**src/rtl/ckp_signal_generator_pkg.sv**
```systemverilog
// rtl/ckp_signal_generator_pkg.sv - shared wheel constants and FSM encoding for the CKP generator
package ckp_signal_generator_pkg;

   localparam int DEF_NUM_TEETH           = 60;
   localparam int DEF_NUM_LOST_TEETH      = 2;
   localparam int DEF_PERIOD_WIDTH        = 24;
   localparam int DEF_CYCLE_COUNTER_WIDTH = 32;

   // Shortest tooth that still has one high and one low cycle.
   localparam int MIN_TOOTH_PERIOD = 2;

   typedef enum logic [1:0] {
      IDLE       = 2'd0,
      TOOTH_HIGH = 2'd1,
      TOOTH_LOW  = 2'd2,
      GAP        = 2'd3
   } ckp_state_e;

endpackage

```
**src/rtl/ckp_signal_generator_if.sv**
```systemverilog
// rtl/ckp_signal_generator_if.sv - control and waveform bundle between a wheel controller and the CKP generator
interface ckp_signal_generator_if
   import ckp_signal_generator_pkg::*;
#(
   parameter int NUM_TEETH           = DEF_NUM_TEETH,
   parameter int PERIOD_WIDTH        = DEF_PERIOD_WIDTH,
   parameter int CYCLE_COUNTER_WIDTH = DEF_CYCLE_COUNTER_WIDTH
);

   logic                           enable;
   logic [PERIOD_WIDTH-1:0]        tooth_period;
   logic                           ckp;
   logic [$clog2(NUM_TEETH)-1:0]   tooth_index;
   logic                           rev_tick;
   logic [CYCLE_COUNTER_WIDTH-1:0] rev_count;
   logic                           running;

   modport master (
      output enable, tooth_period,
      input  ckp, tooth_index, rev_tick, rev_count, running
   );

   modport slave (
      input  enable, tooth_period,
      output ckp, tooth_index, rev_tick, rev_count, running
   );

endinterface

```
**src/rtl/ckp_signal_generator_phase_timer.sv**
```systemverilog
// rtl/ckp_signal_generator_phase_timer.sv - loadable down-counter timing one high/low/gap phase
module ckp_signal_generator_phase_timer #(
   parameter int WIDTH = 24
) (
   input  logic             clk,
   input  logic             reset_n,
   input  logic             clear,
   input  logic             load,
   input  logic [WIDTH-1:0] load_value,
   output logic             done
);

   logic [WIDTH-1:0] count_q;

   // A load of N-1 makes done assert on the Nth cycle of the phase.
   always_ff @(posedge clk or negedge reset_n) begin
      if (!reset_n) begin
         count_q <= '0;
      end else if (clear) begin
         count_q <= '0;
      end else if (load) begin
         count_q <= load_value;
      end else if (count_q != '0) begin
         count_q <= count_q - WIDTH'(1);
      end
   end

   assign done = (count_q == '0);

endmodule

```
**src/rtl/ckp_signal_generator.sv**
```systemverilog
// rtl/ckp_signal_generator.sv - synthetic 60-2 style crank position waveform generator
module ckp_signal_generator
   import ckp_signal_generator_pkg::*;
#(
   parameter int NUM_TEETH           = DEF_NUM_TEETH,
   parameter int NUM_LOST_TEETH      = DEF_NUM_LOST_TEETH,
   parameter int PERIOD_WIDTH        = DEF_PERIOD_WIDTH,
   parameter int CYCLE_COUNTER_WIDTH = DEF_CYCLE_COUNTER_WIDTH
) (
   input  logic                 clk,
   input  logic                 reset_n,
   ckp_signal_generator_if.slave bus
);

   localparam int IDX_W = $clog2(NUM_TEETH);
   localparam logic [IDX_W-1:0] LAST_IDX      = IDX_W'(NUM_TEETH - 1);
   localparam logic [IDX_W-1:0] LAST_REAL_IDX = IDX_W'(NUM_TEETH - NUM_LOST_TEETH - 1);
   localparam logic [IDX_W-1:0] IDX_ONE       = IDX_W'(1);
   localparam logic [PERIOD_WIDTH-1:0] P_ONE  = PERIOD_WIDTH'(1);
   localparam logic [PERIOD_WIDTH-1:0] P_MIN  = PERIOD_WIDTH'(MIN_TOOTH_PERIOD);
   localparam logic [CYCLE_COUNTER_WIDTH-1:0] RC_ONE = CYCLE_COUNTER_WIDTH'(1);

   ckp_state_e                     state_q, state_d;
   logic [IDX_W-1:0]               idx_q, idx_d;
   logic [CYCLE_COUNTER_WIDTH-1:0] rc_q, rc_d;
   logic [PERIOD_WIDTH-1:0]        period_q, period_d;
   logic                           tick_q, tick_d;
   logic                           ckp_q;

   logic                    tmr_clear;
   logic                    tmr_load;
   logic [PERIOD_WIDTH-1:0] tmr_value;
   logic                    tmr_done;

   logic [PERIOD_WIDTH-1:0] p_in;
   logic [PERIOD_WIDTH-1:0] high_load;
   logic [PERIOD_WIDTH-1:0] low_load;
   logic [PERIOD_WIDTH-1:0] gap_load;
   logic                    start_high;
   logic                    wrap;

   // The incoming period is clamped here and only sampled when a tooth position begins.
   assign p_in      = (bus.tooth_period < P_MIN) ? P_MIN : bus.tooth_period;
   assign high_load = (p_in >> 1) - P_ONE;
   assign gap_load  = p_in - P_ONE;
   assign low_load  = period_q - (period_q >> 1) - P_ONE;

   ckp_signal_generator_phase_timer #(
      .WIDTH (PERIOD_WIDTH)
   ) u_phase_timer (
      .clk        (clk),
      .reset_n    (reset_n),
      .clear      (tmr_clear),
      .load       (tmr_load),
      .load_value (tmr_value),
      .done       (tmr_done)
   );

   always_comb begin
      state_d    = state_q;
      idx_d      = idx_q;
      rc_d       = rc_q;
      period_d   = period_q;
      tick_d     = 1'b0;
      tmr_clear  = 1'b0;
      tmr_load   = 1'b0;
      tmr_value  = '0;
      start_high = 1'b0;
      wrap       = 1'b0;

      if (!bus.enable) begin
         state_d   = IDLE;
         idx_d     = '0;
         tmr_clear = 1'b1;
      end else begin
         unique case (state_q)
            IDLE: begin
               rc_d       = '0;
               idx_d      = '0;
               start_high = 1'b1;
            end
            TOOTH_HIGH: begin
               if (tmr_done) begin
                  state_d   = TOOTH_LOW;
                  tmr_load  = 1'b1;
                  tmr_value = low_load;
               end
            end
            TOOTH_LOW: begin
               if (tmr_done) begin
                  if (idx_q == LAST_IDX) begin
                     wrap = 1'b1;
                  end else begin
                     idx_d = idx_q + IDX_ONE;
                     if (idx_q < LAST_REAL_IDX) begin
                        start_high = 1'b1;
                     end else begin
                        state_d   = GAP;
                        period_d  = p_in;
                        tmr_load  = 1'b1;
                        tmr_value = gap_load;
                     end
                  end
               end
            end
            GAP: begin
               if (tmr_done) begin
                  if (idx_q == LAST_IDX) begin
                     wrap = 1'b1;
                  end else begin
                     idx_d     = idx_q + IDX_ONE;
                     period_d  = p_in;
                     tmr_load  = 1'b1;
                     tmr_value = gap_load;
                  end
               end
            end
            default: state_d = IDLE;
         endcase

         if (wrap) begin
            idx_d      = '0;
            rc_d       = rc_q + RC_ONE;
            tick_d     = 1'b1;
            start_high = 1'b1;
         end

         if (start_high) begin
            state_d   = TOOTH_HIGH;
            period_d  = p_in;
            tmr_load  = 1'b1;
            tmr_value = high_load;
         end
      end
   end

   always_ff @(posedge clk or negedge reset_n) begin
      if (!reset_n) begin
         state_q  <= IDLE;
         idx_q    <= '0;
         rc_q     <= '0;
         period_q <= '0;
         tick_q   <= 1'b0;
         ckp_q    <= 1'b0;
      end else begin
         state_q  <= state_d;
         idx_q    <= idx_d;
         rc_q     <= rc_d;
         period_q <= period_d;
         tick_q   <= tick_d;
         ckp_q    <= (state_d == TOOTH_HIGH);
      end
   end

   assign bus.ckp         = ckp_q;
   assign bus.tooth_index = idx_q;
   assign bus.rev_tick    = tick_q;
   assign bus.rev_count   = rc_q;
   assign bus.running     = (state_q != IDLE);

endmodule

```
**src/flat_wrapper.sv**
```systemverilog
// flat-port wrapper written by rule: the top's interface ports become plain ports
module ckp_signal_generator_flat import ckp_signal_generator_pkg::*;
#(
   parameter int NUM_TEETH           = DEF_NUM_TEETH,
   parameter int NUM_LOST_TEETH      = DEF_NUM_LOST_TEETH,
   parameter int PERIOD_WIDTH        = DEF_PERIOD_WIDTH,
   parameter int CYCLE_COUNTER_WIDTH = DEF_CYCLE_COUNTER_WIDTH
)
  (clk, reset_n, bus_enable, bus_tooth_period, bus_ckp, bus_tooth_index, bus_rev_tick, bus_rev_count, bus_running);
  ckp_signal_generator_if #(.NUM_TEETH(NUM_TEETH), .PERIOD_WIDTH(PERIOD_WIDTH), .CYCLE_COUNTER_WIDTH(CYCLE_COUNTER_WIDTH)) bus_i ();
  input  logic clk;
  input  logic reset_n;
  input wire logic [$bits(bus_i.enable)-1:0] bus_enable;
  input wire logic [$bits(bus_i.tooth_period)-1:0] bus_tooth_period;
  output wire logic [$bits(bus_i.ckp)-1:0] bus_ckp;
  output wire logic [$bits(bus_i.tooth_index)-1:0] bus_tooth_index;
  output wire logic [$bits(bus_i.rev_tick)-1:0] bus_rev_tick;
  output wire logic [$bits(bus_i.rev_count)-1:0] bus_rev_count;
  output wire logic [$bits(bus_i.running)-1:0] bus_running;
  assign bus_i.enable = bus_enable;
  assign bus_i.tooth_period = bus_tooth_period;
  assign bus_ckp = bus_i.ckp;
  assign bus_tooth_index = bus_i.tooth_index;
  assign bus_rev_tick = bus_i.rev_tick;
  assign bus_rev_count = bus_i.rev_count;
  assign bus_running = bus_i.running;
  ckp_signal_generator #(.NUM_TEETH(NUM_TEETH), .NUM_LOST_TEETH(NUM_LOST_TEETH), .PERIOD_WIDTH(PERIOD_WIDTH), .CYCLE_COUNTER_WIDTH(CYCLE_COUNTER_WIDTH)) u_core (.clk(clk), .reset_n(reset_n), .bus(bus_i));
endmodule
```
**config.mk**
```make
export PLATFORM = sky130hd
export DESIGN_NAME = ckp_signal_generator_flat
export DESIGN_NICKNAME = d
export VERILOG_FILES = /design/src/rtl/ckp_signal_generator_pkg.sv /design/src/rtl/ckp_signal_generator_if.sv /design/src/rtl/ckp_signal_generator_phase_timer.sv /design/src/rtl/ckp_signal_generator.sv /design/src/flat_wrapper.sv
export SDC_FILE = /design/constraint.sdc
export NUM_CORES = 1
export LEC_CHECK = 0
export ABC_AREA = 1
export BUFFER_PORTS_ARGS = -buffer_cell sky130_fd_sc_hd__buf_2
export CAP_MARGIN = 25
export CORE_MARGIN = 3
export CORE_UTILIZATION = 60
export DETAILED_ROUTE_END_ITERATION = 12
export GPL_TIMING_DRIVEN = 0
export MAX_ROUTING_LAYER = met4
export PLACE_DENSITY = 0.81
export SLEW_MARGIN = 20
export SYNTH_ARGS = -nofsm -noshare
export SYNTH_HDL_FRONTEND = slang
export SYNTH_SLANG_ARGS = --single-unit
```
**constraint.sdc**
```tcl
create_clock -name clk -period 3.1 [get_ports clk]
set_clock_uncertainty 0.05 [all_clocks]
set_input_delay 0.155 -clock clk [delete_from_list [all_inputs] [get_ports clk]]
set_output_delay 0.155 -clock clk [all_outputs]
set_load 0.05 [all_outputs]
```
==> impl_metrics.yaml, run 1 <==
synth:
  ys_seq_elements: 90
  syn-num-nets: 1473
  ys_async_sr_fraction_pct: 100
  synth_edf_count: 0
  seq_area_frac_synth_pct: 26.1
  yosys-top-cells-count: "nand2_1 (416), inv_1 (208), nor2_1 (172)"
  synth_cell_type_count: 40
  yosys.area.top_type: "dfrtp_1"
  synth.top_cell.area_share_pct: 26.1
  synthMostInstantiatedCell: "nand2_1"
  synth_area_leaders: "dfrtp_1 (26%), nand2_1 (18%), inv_1 (9.1%), nor2_1 (7.5%), nand3_1 (7.3%)"
  synth_top_flop_cell: "dfrtp_1"
  syn_area_per_cell_um2: 6.11
  syn_inst: 1410
  yosys_warnings: 0
  syn_area_mm2: 0.00862
global_route:
  grt_util_all_layers_pct: 35.8
  grt_antenna_before_repair: 0
  grt_pass1_wl_mm: 44.1
  overflow: 0
  grt_max_degree: 64
  grt_pass1_vias: 8734
finish:
  n_antenna_cell: 0
  fillers: 1302
  syn2layout_area_growth_pct: 10.4
  final-seq-area_mm2: 0.00225
  drive_above_1_share_pct: 9.85
  fin_nets: 1551
  multiInputGateArea_mm2: 0.00540
  post-route-util_pct: 68.0
sta:
  finalSetupViolCount: 0
  fin_crit_sh_pct: 95.4
  holdWs_ps: 77.1
  worstMarginPinSlew_ps: 703
  drv_slew: 0
  hold_violations: 0
  period_needed_ps: 2960
  maxSlewHeadroom_pct: 53.2
  fmax_mhz: 338
  rsz0062_at_grt: "false"
placed_design:
  hpwl_mm: 22.4
  io_buffers: 65
  gp_congestion: 0.999
worst_setup_path:
  crit_path_top_delay_cell: "nor2_1"
  crit_type: "input pin to flip-flop"
  critPathArrivalTime_ps: 3160
  cp_max_fo: 8
  critPathCapture: "u_core.u_phase_timer.count_q[19]"
  slowest_delay_ps: 350
  r2r-start: "u_core.period_q[1]"
  r2r_cells: 13
  cp-start-kind: "input pin"
  r2r_slack_ps: 270
  regToRegEndpoint: "u_core.u_phase_timer.count_q[22]"
  required_ps: 3300
  crit_chain: "buf_2 -> nor2_1 -> nand2_1 -> nor2_1 -> nand3_2 -> nand2_1 -> inv_1 -> ha_1 -> nand2_1 -> nor2_1 -> inv_1 -> nor2_1 -> nand2_1 -> nor2_1 -> nand2_1 -> nand4_1 -> nand2_1 -> a21oi_1 -> nor2_1"
  critical_path.startpoint: "bus_tooth_period[3]"
  cp-end-kind: "flip-flop"
detailed_routing:
  drt_iter0_drc: 1026
  drtPass1Iterations: 6
  routedWlPerCell_um: 16.7
  vias: 9648
  ant_nets: 0
  drc: 0
  viasPerCell: 5.77
  wl_mm: 28.0
floorplan:
  core-area_mm2: 0.0140
  start_util_pct: 61.6
  die_w_um: 126
  ios: 68
  dieArea_mm2: 0.0158
  num_rows: 43
  die_y_um: 126
clocking:
  path_clk_slew_ps: 80
  cts-htree-levels: 3
  root_buffer: "clkbuf_16"
  post_cts_buffers: 0
  cts_buffer_depth: 2
  clock_latency_ps: 360
  clock-sinks: 90
  cts_tree: "yes"
  cts-buffers-inserted: 9
flow_run:
  maxCapViolations: 0
pwr:
  finalPower_mw: 4.11
  p_leak_nw: 4.85
  ir_worst_vdd_mv: 0.246
  p_per_area_mw_per_mm2: 432
status:
  status: "complete, no violations"
min_path:
  hold_class: "input pin to flip-flop"
## critical path: cells and delay by family
family	cells	cell delay [ps]
compound gates	1	210
simple gates	14	1960
buf+inv	3	550
fa+ha+maj	1	270
## what timing repair did
action | 4_1_cts | 5_1_grt
hold endpoints to repair | 40 | 0
setup endpoints to repair | 0 | 6
hold buffers | 1 | 0
resized for setup | 0 | 5
## flip-flops by register name, indices dropped and copies added (netlist names)
signal / cells
u_core.state_q: 2
u_core.bus.tooth_index: 6
u_core.bus.rev_tick: 1
u_core.bus.rev_count: 32
u_core.bus.ckp: 1
u_core.u_phase_timer.count_q: 24
u_core.period_q: 24
## per-stage QoR
step	cell area, um^2	TNS (ps)	std cells	worst slack (ps)
CTS	9500	0	1673	65.5
finish	9510	0	1673	142
detailed placement	9200	-1140	1656	-308
floorplan	8620	0	1410	750
global route	9510	0	1673	18.4
global placement	9170	-1400	1655	-325
## area by class of cell
type	count	share of cell area (%)
multi-input cells	1076	56.7
flip-flops and latches	90	23.7
inverters	218	8.68
repair buffers	67	3.88
clock buffers	9	2.37
well taps	180	2.37
plain buffers	26	1.59
clock inverters	7	0.697
## worst min-delay path by stage
stage                            start                        to  slack [ps]  cells after the start
finish                      bus_enable         u_core.state_q[1]          80                      3
floorplan                      reset_n            u_core.bus.ckp        -190                      0
detailed placement             reset_n  u_core.bus.rev_count[14]           2                      1
global route                bus_enable         u_core.state_q[0]         110                      3
CTS                         bus_enable         u_core.state_q[1]          70                      3
global placement    u_core.period_q[0]        u_core.period_q[0]         430                      2
## where the power goes
| part | switching [mW] | internal (mW) | total, mW |
|---|---|---|---|
| Sequential | 0.0960 | 1.26 | 1.35 |
| Combinational | 1.11 | 0.536 | 1.64 |
| Clock | 0.547 | 0.567 | 1.11 |
| Total | 1.75 | 2.36 | 4.11 |
## cells by family (layout without fill, tap and decap cells)
| logic type | after synthesis | count (layout) | share of synthesized area, % |
|---|---|---|---|
| buffers and inverters | 244 | 327 | 11.3 |
| adders and majority gates | 36 | 36 | 5.31 |
| xor gates and xnor gates | 42 | 42 | 4.27 |
| DFF | 90 | 90 | 26.1 |
| AOI/OAI and AO/OA | 149 | 149 | 8.99 |
| and+or+nand+nor | 849 | 849 | 44.0 |
## layout by cell type, fill, tap and decap left out, types with 4 or more instances in the layout
| master | n |
|---|---|
| ha_1 | 35 |
| nor2_2 | 4 |
| or2_2 | 5 |
| nand2_4 | 5 |
| nor2_4 | 7 |
| inv_1 | 208 |
| clkbuf_1 | 9 |
| o21ai_0 | 90 |
| o21ai_1 | 5 |
| nand4_1 | 49 |
| dfrtp_1 | 90 |
| a21oi_2 | 4 |
| nand2_1 | 416 |
| a21oi_1 | 43 |
| inv_2 | 6 |
| nand3_1 | 126 |
| nor4_1 | 8 |
| nor3_1 | 34 |
| nand3b_1 | 8 |
| xnor2_1 | 14 |
| nor2_1 | 171 |
| nand3_2 | 5 |
| xor2_1 | 28 |
| clkbuf_16 | 9 |
| buf_2 | 74 |
| buf_4 | 4 |
## layer usage
metal | GRT usage, % | up-vias | wire, um
met3 | 5.64 | 66 | 2510
met4 | 13.4 | 0 | 964
met1 | 48.8 | 4446 | 12200
met5 | - | - | 0
li1 | - | 4668 | -
met2 | 54.3 | 468 | 12400
Power figures use the tool's default switching activity.
==> run 2: changes to the inputs <==
- CORE_UTILIZATION: 60 -> 56
- GPL_TIMING_DRIVEN: 0 -> not set
- PLACE_DENSITY: 0.81 -> 0.79
- clock period: 3.1 -> 2.4 ns (I/O delays scaled with it)
==> impl_metrics.yaml, run 2 (synthesis results as in run 1) <==
sta:
  rsz0062_at_grt: "false"
  worstMarginPinSlew_ps: 604
  maxSlewHeadroom_pct: 59.7
  fmax_mhz: 428
  period_needed_ps: 2330
  drv_slew: 0
  tns_ps: 0
  fin_crit_sh_pct: 97.3
  hold_violations: 0
  finalSetupViolCount: 0
clocking:
  cts_tree: "yes"
  cts-htree-levels: 3
  clock-sinks: 90
  clock_latency_ps: 360
  cts_buffer_depth: 2
  root_buffer: "clkbuf_16"
  cts-buffers-inserted: 9
  path_clk_slew_ps: 70
pwr:
  ir_worst_vdd_mv: 0.375
  finalPower_mw: 5.40
  p_per_area_mw_per_mm2: 536
  p_leak_nw: 5.13
floorplan:
  dieArea_mm2: 0.0169
  num_rows: 44
  die_y_um: 130
  start_util_pct: 58.2
  core-area_mm2: 0.0148
  die_w_um: 130
  ios: 68
worst_setup_path:
  slowest_delay_ps: 410
  cp-end-kind: "flip-flop"
  crit_path_top_delay_cell: "dfrtp_1"
  path_depth: 14
  crit_family: "simple AND/OR/NAND/NOR gates"
  critPathArrivalTime_ps: 2560
  critPathCapture: "u_core.u_phase_timer.count_q[9]"
  crit_chain: "inv_2 -> ha_4 -> nand2_2 -> buf_4 -> nor2_2 -> nand2_2 -> nor2_4 -> nand3_4 -> nand3_2 -> buf_12 -> nand2_1 -> nor2_2 -> nor2_1 -> a21oi_1"
  r2r-start: "u_core.u_phase_timer.count_q[0]"
  r2r_slack_ps: 70
  crit_type: "flip-flop to flip-flop"
  regToRegEndpoint: "u_core.u_phase_timer.count_q[9]"
  r2r_cells: 14
  critical_path.startpoint: "u_core.u_phase_timer.count_q[0]"
  required_ps: 2630
  crit_buf_inv: 3
  cp-start-kind: "flip-flop"
  cp_max_fo: 24
global_route:
  overflow: 0
  grt_pass1_vias: 8917
  grt_util_all_layers_pct: 36.0
  grt_max_degree: 57
  grt_antenna_before_repair: 0
  grt_pass1_wl_mm: 46.1
placed_design:
  dp_cells: 1703
  post_dp_cell_area_mm2: 0.00961
  io_buffers: 67
  hpwl_mm: 23.4
  gp_congestion: 1.08
finish:
  fin_nets: 1601
  largest_register_ffs: 32
  syn2layout_area_growth_pct: 17.0
  final_area_mm2: 0.0101
  final_cells: 1726
  final_common_cell: "nand2_1"
  final-seq-area_mm2: 0.00226
  multiInputGateArea_mm2: 0.00547
  most-common-layout-cells: "nand2_1 (414), inv_1 (205), nor2_1 (166)"
  drive_above_1_share_pct: 15.0
  fillers: 1345
  n_antenna_cell: 0
detailed_routing:
  viasPerCell: 5.77
  vias: 9959
  drtPass1Iterations: 6
  drt_iter0_drc: 1210
  ant_nets: 0
  wl_mm: 29.9
  drc: 0
  routedWlPerCell_um: 17.4
status:
  status: "complete, no violations"
min_path:
  hold_class: "input pin to flip-flop"
  hp-start: "bus_tooth_period[21]"
flow_run:
  maxCapViolations: 0
==> run 2: worst min-delay path by stage <==
stage                          endpoint  cells past startpoint
global placement     u_core.period_q[9]                      1
CTS                 u_core.period_q[21]                      3
finish              u_core.period_q[21]                      3
global route        u_core.period_q[21]                      3
floorplan                u_core.bus.ckp                      0
detailed placement   u_core.period_q[9]                      1
==> run 2: repair_timing <==
| item | CTS | global route |
|---|---|---|
| gates resized for setup | 5 | 27 |
| pin swaps | 1 | 3 |
| cloned | 0 | 2 |
| setup endpoints to repair | 7 | 53 |
| setup buffers | 2 | 3 |
| endpoints found under the hold margin | 43 | 0 |
| hold buffers | 1 | 0 |
==> run 2: worst register-to-register path: cells and delay by family, from the launching register on <==
family	cells	cell delay, ps
compound gates	1	170
fa+ha+maj	1	140
buf+inv	3	420
flops	1	410
simple gates	9	1080
==> run 2: stage by stage <==
step	hold WS (ps)	utilization (%)	setup WS, ps
6_report	101	68.1	65.4
5_1_grt	115	68.1	1.66
4_1_cts	92.1	67.0	20.9
3_5_place_dp	117	64.9	-87.1
3_3_place_gp	114	64.9	-27.3
2_1_floorplan	-226	-	85.1
==> run 2: power breakdown <==
| part | internal [mW] | leakage [nW] | switching (mW) |
|---|---|---|---|
| logic | 0.829 | 3.82 | 1.46 |
| clock network | 0.703 | 0.121 | 0.640 |
| registers | 1.63 | 1.19 | 0.134 |
| total | 3.16 | 5.13 | 2.24 |
==> run 2: routing by layer <==
layer,wire (um),up-vias,GRT usage (%)
li1,-,4766,-
met1,13000,4577,50.6
met2,13100,550,53.2
met3,3060,66,6.39
met4,790,0,10.5
met5,0,-,-
==> run 2: area by class of cell <==
class | instances | share of cell area (%)
timing repair buffer | 143 | 10.1
tap | 184 | 2.28
multi-input combinational | 1076 | 54.3
inverter | 218 | 8.23
clock buffer | 10 | 2.27
sequential | 90 | 22.4
clock inverter | 5 | 0.397
==> run 3: changes to the inputs <==
- CORE_MARGIN: 3 -> not set
- CORE_UTILIZATION: 56 -> 25
- PLACE_DENSITY: 0.79 -> 0.42
- clock period: 2.4 -> 1.9 ns (I/O delays scaled with it)
==> impl_metrics.yaml, run 3 (synthesis results as in run 1) <==
status:
  status: "complete, but fails checks"
  violations: "negative setup slack"
sta:
  drv_slew: 0
  fin_ws_ps: -357
  fmax_mhz: 443
  holdWs_ps: 90.3
  hold_violations: 0
  rsz0062_at_grt: "true"
  finalSetupViolCount: 88
  fin_crit_sh_pct: 119
  period_needed_ps: 2260
  maxSlewHeadroom_pct: 71.3
  worstMarginPinSlew_ps: 431
finish:
  syn2layout_area_growth_pct: 62.5
  n_antenna_cell: 0
  final_cells: 2246
  final_common_cell: "nand2_1"
  most-common-layout-cells: "nand2_1 (332), buf_4 (279), inv_1 (181)"
  drive_above_1_share_pct: 42.2
  largest_register_ffs: 32
  post-route-util_pct: 41.6
  fin_nets: 1856
clocking:
  cts-htree-levels: 3
  clock_latency_ps: 390
  cts_tree: "yes"
  path_clk_slew_ps: 90
  cts_buffer_depth: 2
  root_buffer: "clkbuf_16"
  cts-buffers-inserted: 9
  clock-sinks: 90
floorplan:
  num_rows: 67
  die_w_um: 188
  ios: 68
  die_y_um: 188
  dieArea_mm2: 0.0352
  start_util_pct: 25.6
  core-area_mm2: 0.0337
pwr:
  switching_power_mw: 3.67
  p_leak_nw: 6.81
  swShare_pct: 41.7
  p_per_area_mw_per_mm2: 628
  p_int_mw: 5.13
  clock_power_share_pct: 21.4
  seq_power_share_pct: 25.2
  ir_worst_vdd_mv: 0.508
  finalPower_mw: 8.79
  combPwrFrac_pct: 53.3
min_path:
  hold_class: "input pin to flip-flop"
  hold_depth: 4
global_route:
  grt_pass1_vias: 10200
  grt_pass1_wl_mm: 56.2
  use_met2_pct: 34.1
  top_usage_layer: "met2"
  overflow: 0
  grt_use_met3_pct: 2.68
  grt.met1_usage_pct: 27.2
  grt_util_all_layers_pct: 21.3
  grt_antenna_before_repair: 0
  grt_max_degree: 49
detailed_routing:
  drtPass1Iterations: 5
  drc: 0
  vias: 10400
  routedWlPerCell_um: 16.9
  ant_nets: 0
  drt_iter0_drc: 589
  wl_mm: 38.0
  viasPerCell: 4.63
placed_design:
  gp_congestion: 0.907
  dp_cells: 2159
  hpwl_mm: 28.7
  io_buffers: 67
worst_setup_path:
  crit_chain: "inv_2 -> ha_4 -> nand2_4 -> nor2_4 -> nand2_2 -> nor2_4 -> buf_6 -> nand2_2 -> nand2_2 -> o21ai_4 -> nor2_4 -> buf_12 -> clkbuf_16 -> nand4_1 -> o21ai_1"
  slowest_delay_ps: 390
  cp-start-kind: "flip-flop"
  cp_max_fo: 7
  required_ps: 2160
  critPathArrivalTime_ps: 2520
  crit_path_top_delay_cell: "dfrtp_1"
  r2r_cells: 15
  cp-end-kind: "flip-flop"
  crit_type: "flip-flop to flip-flop"
flow_run:
  maxCapViolations: 0
==> run 3: changes by cell type in the layout (fill, tap and decap cells not counted), sizes merged <==
| cell | delta |
|---|---|
| buf | +244 |
| clkbuf | +5 |
| inv | +5 |
| clkinv | +2 |
| clkinvlp | -2 |
| nand2 | +2 |
==> run 3: power groups by stage <==
stage | logic [mW] | clock network (mW) | registers [mW]
after CTS | 4.16 | 1.94 | 2.19
after detailed placement | 3.60 | 0 | 2.21
after floorplan | 1.99 | 0 | 2.21
after global routing | 5.15 | 2.00 | 2.24
final | 4.69 | 1.88 | 2.22
after global placement | 3.60 | 0 | 2.21
==> run 3: final timing paths <==
check	start	endpoint	slack (ps)
max reg2reg	u_core.u_phase_timer.count_q[0]	u_core.bus.rev_count[10]	-360
min	bus_tooth_period[3]	u_core.period_q[3]	90
max	u_core.u_phase_timer.count_q[0]	u_core.bus.rev_count[10]	-360
min reg2reg	u_core.period_q[18]	u_core.period_q[18]	490
min in group asynchronous	reset_n	u_core.bus.rev_count[11]	140
max in group asynchronous	reset_n	u_core.period_q[10]	1020
==> run 3: what timing repair did <==
action                                  CTS  global route
gates resized for setup                 131           263
hold buffers                              1             0
setup buffers                            27            25
endpoints found under the setup margin   89            91
pin swaps                                46            56
cloned                                    2            17
hold endpoints to repair                 49             0
==> run 3: area by class of cell <==
| cell class | instances | area, um^2 |
|---|---|---|
| inverters | 218 | 842 |
| multi-input cells | 1078 | 6760 |
| clock buffers | 9 | 225 |
| well taps | 448 | 561 |
| repair buffers | 393 | 3230 |
| repair inverters | 3 | 41.3 |
| clock inverters | 7 | 65.1 |
| fillers | 3651 | 19700 |
| flip-flops and latches | 90 | 2280 |
==> run 3: routing by layer <==
| layer | share of wire (%) | wire, um | up-vias |
|---|---|---|---|
| met5 | 0 | 0 | - |
| met4 | 3.7 | 1420 | 0 |
| met3 | 3.9 | 1490 | 59 |
| met2 | 46 | 17600 | 218 |
| met1 | 46 | 17500 | 4844 |
| li1 | - | - | 5289 |
==> run 3: per-stage QoR <==
stage	setup WS (ps)	cell area, um^2	setup TNS, ps
final	-357	14000	-23780
after global routing	-486	14000	-34040
after CTS	-231	12700	-15040
after detailed placement	-499	11600	-21960
after global placement	-487	11600	-20840
after floorplan	-118	8880	-3870
==> run 3: critical path: cells and delay by family (launching register included) <==
kind	cells	cell delay [ps]
AO/OA/AOI/OAI	2	170
adder cells (fa/ha/maj)	1	140
buffers and inverters	4	510
flip-flops	1	390
AND/OR/NAND/NOR	8	900
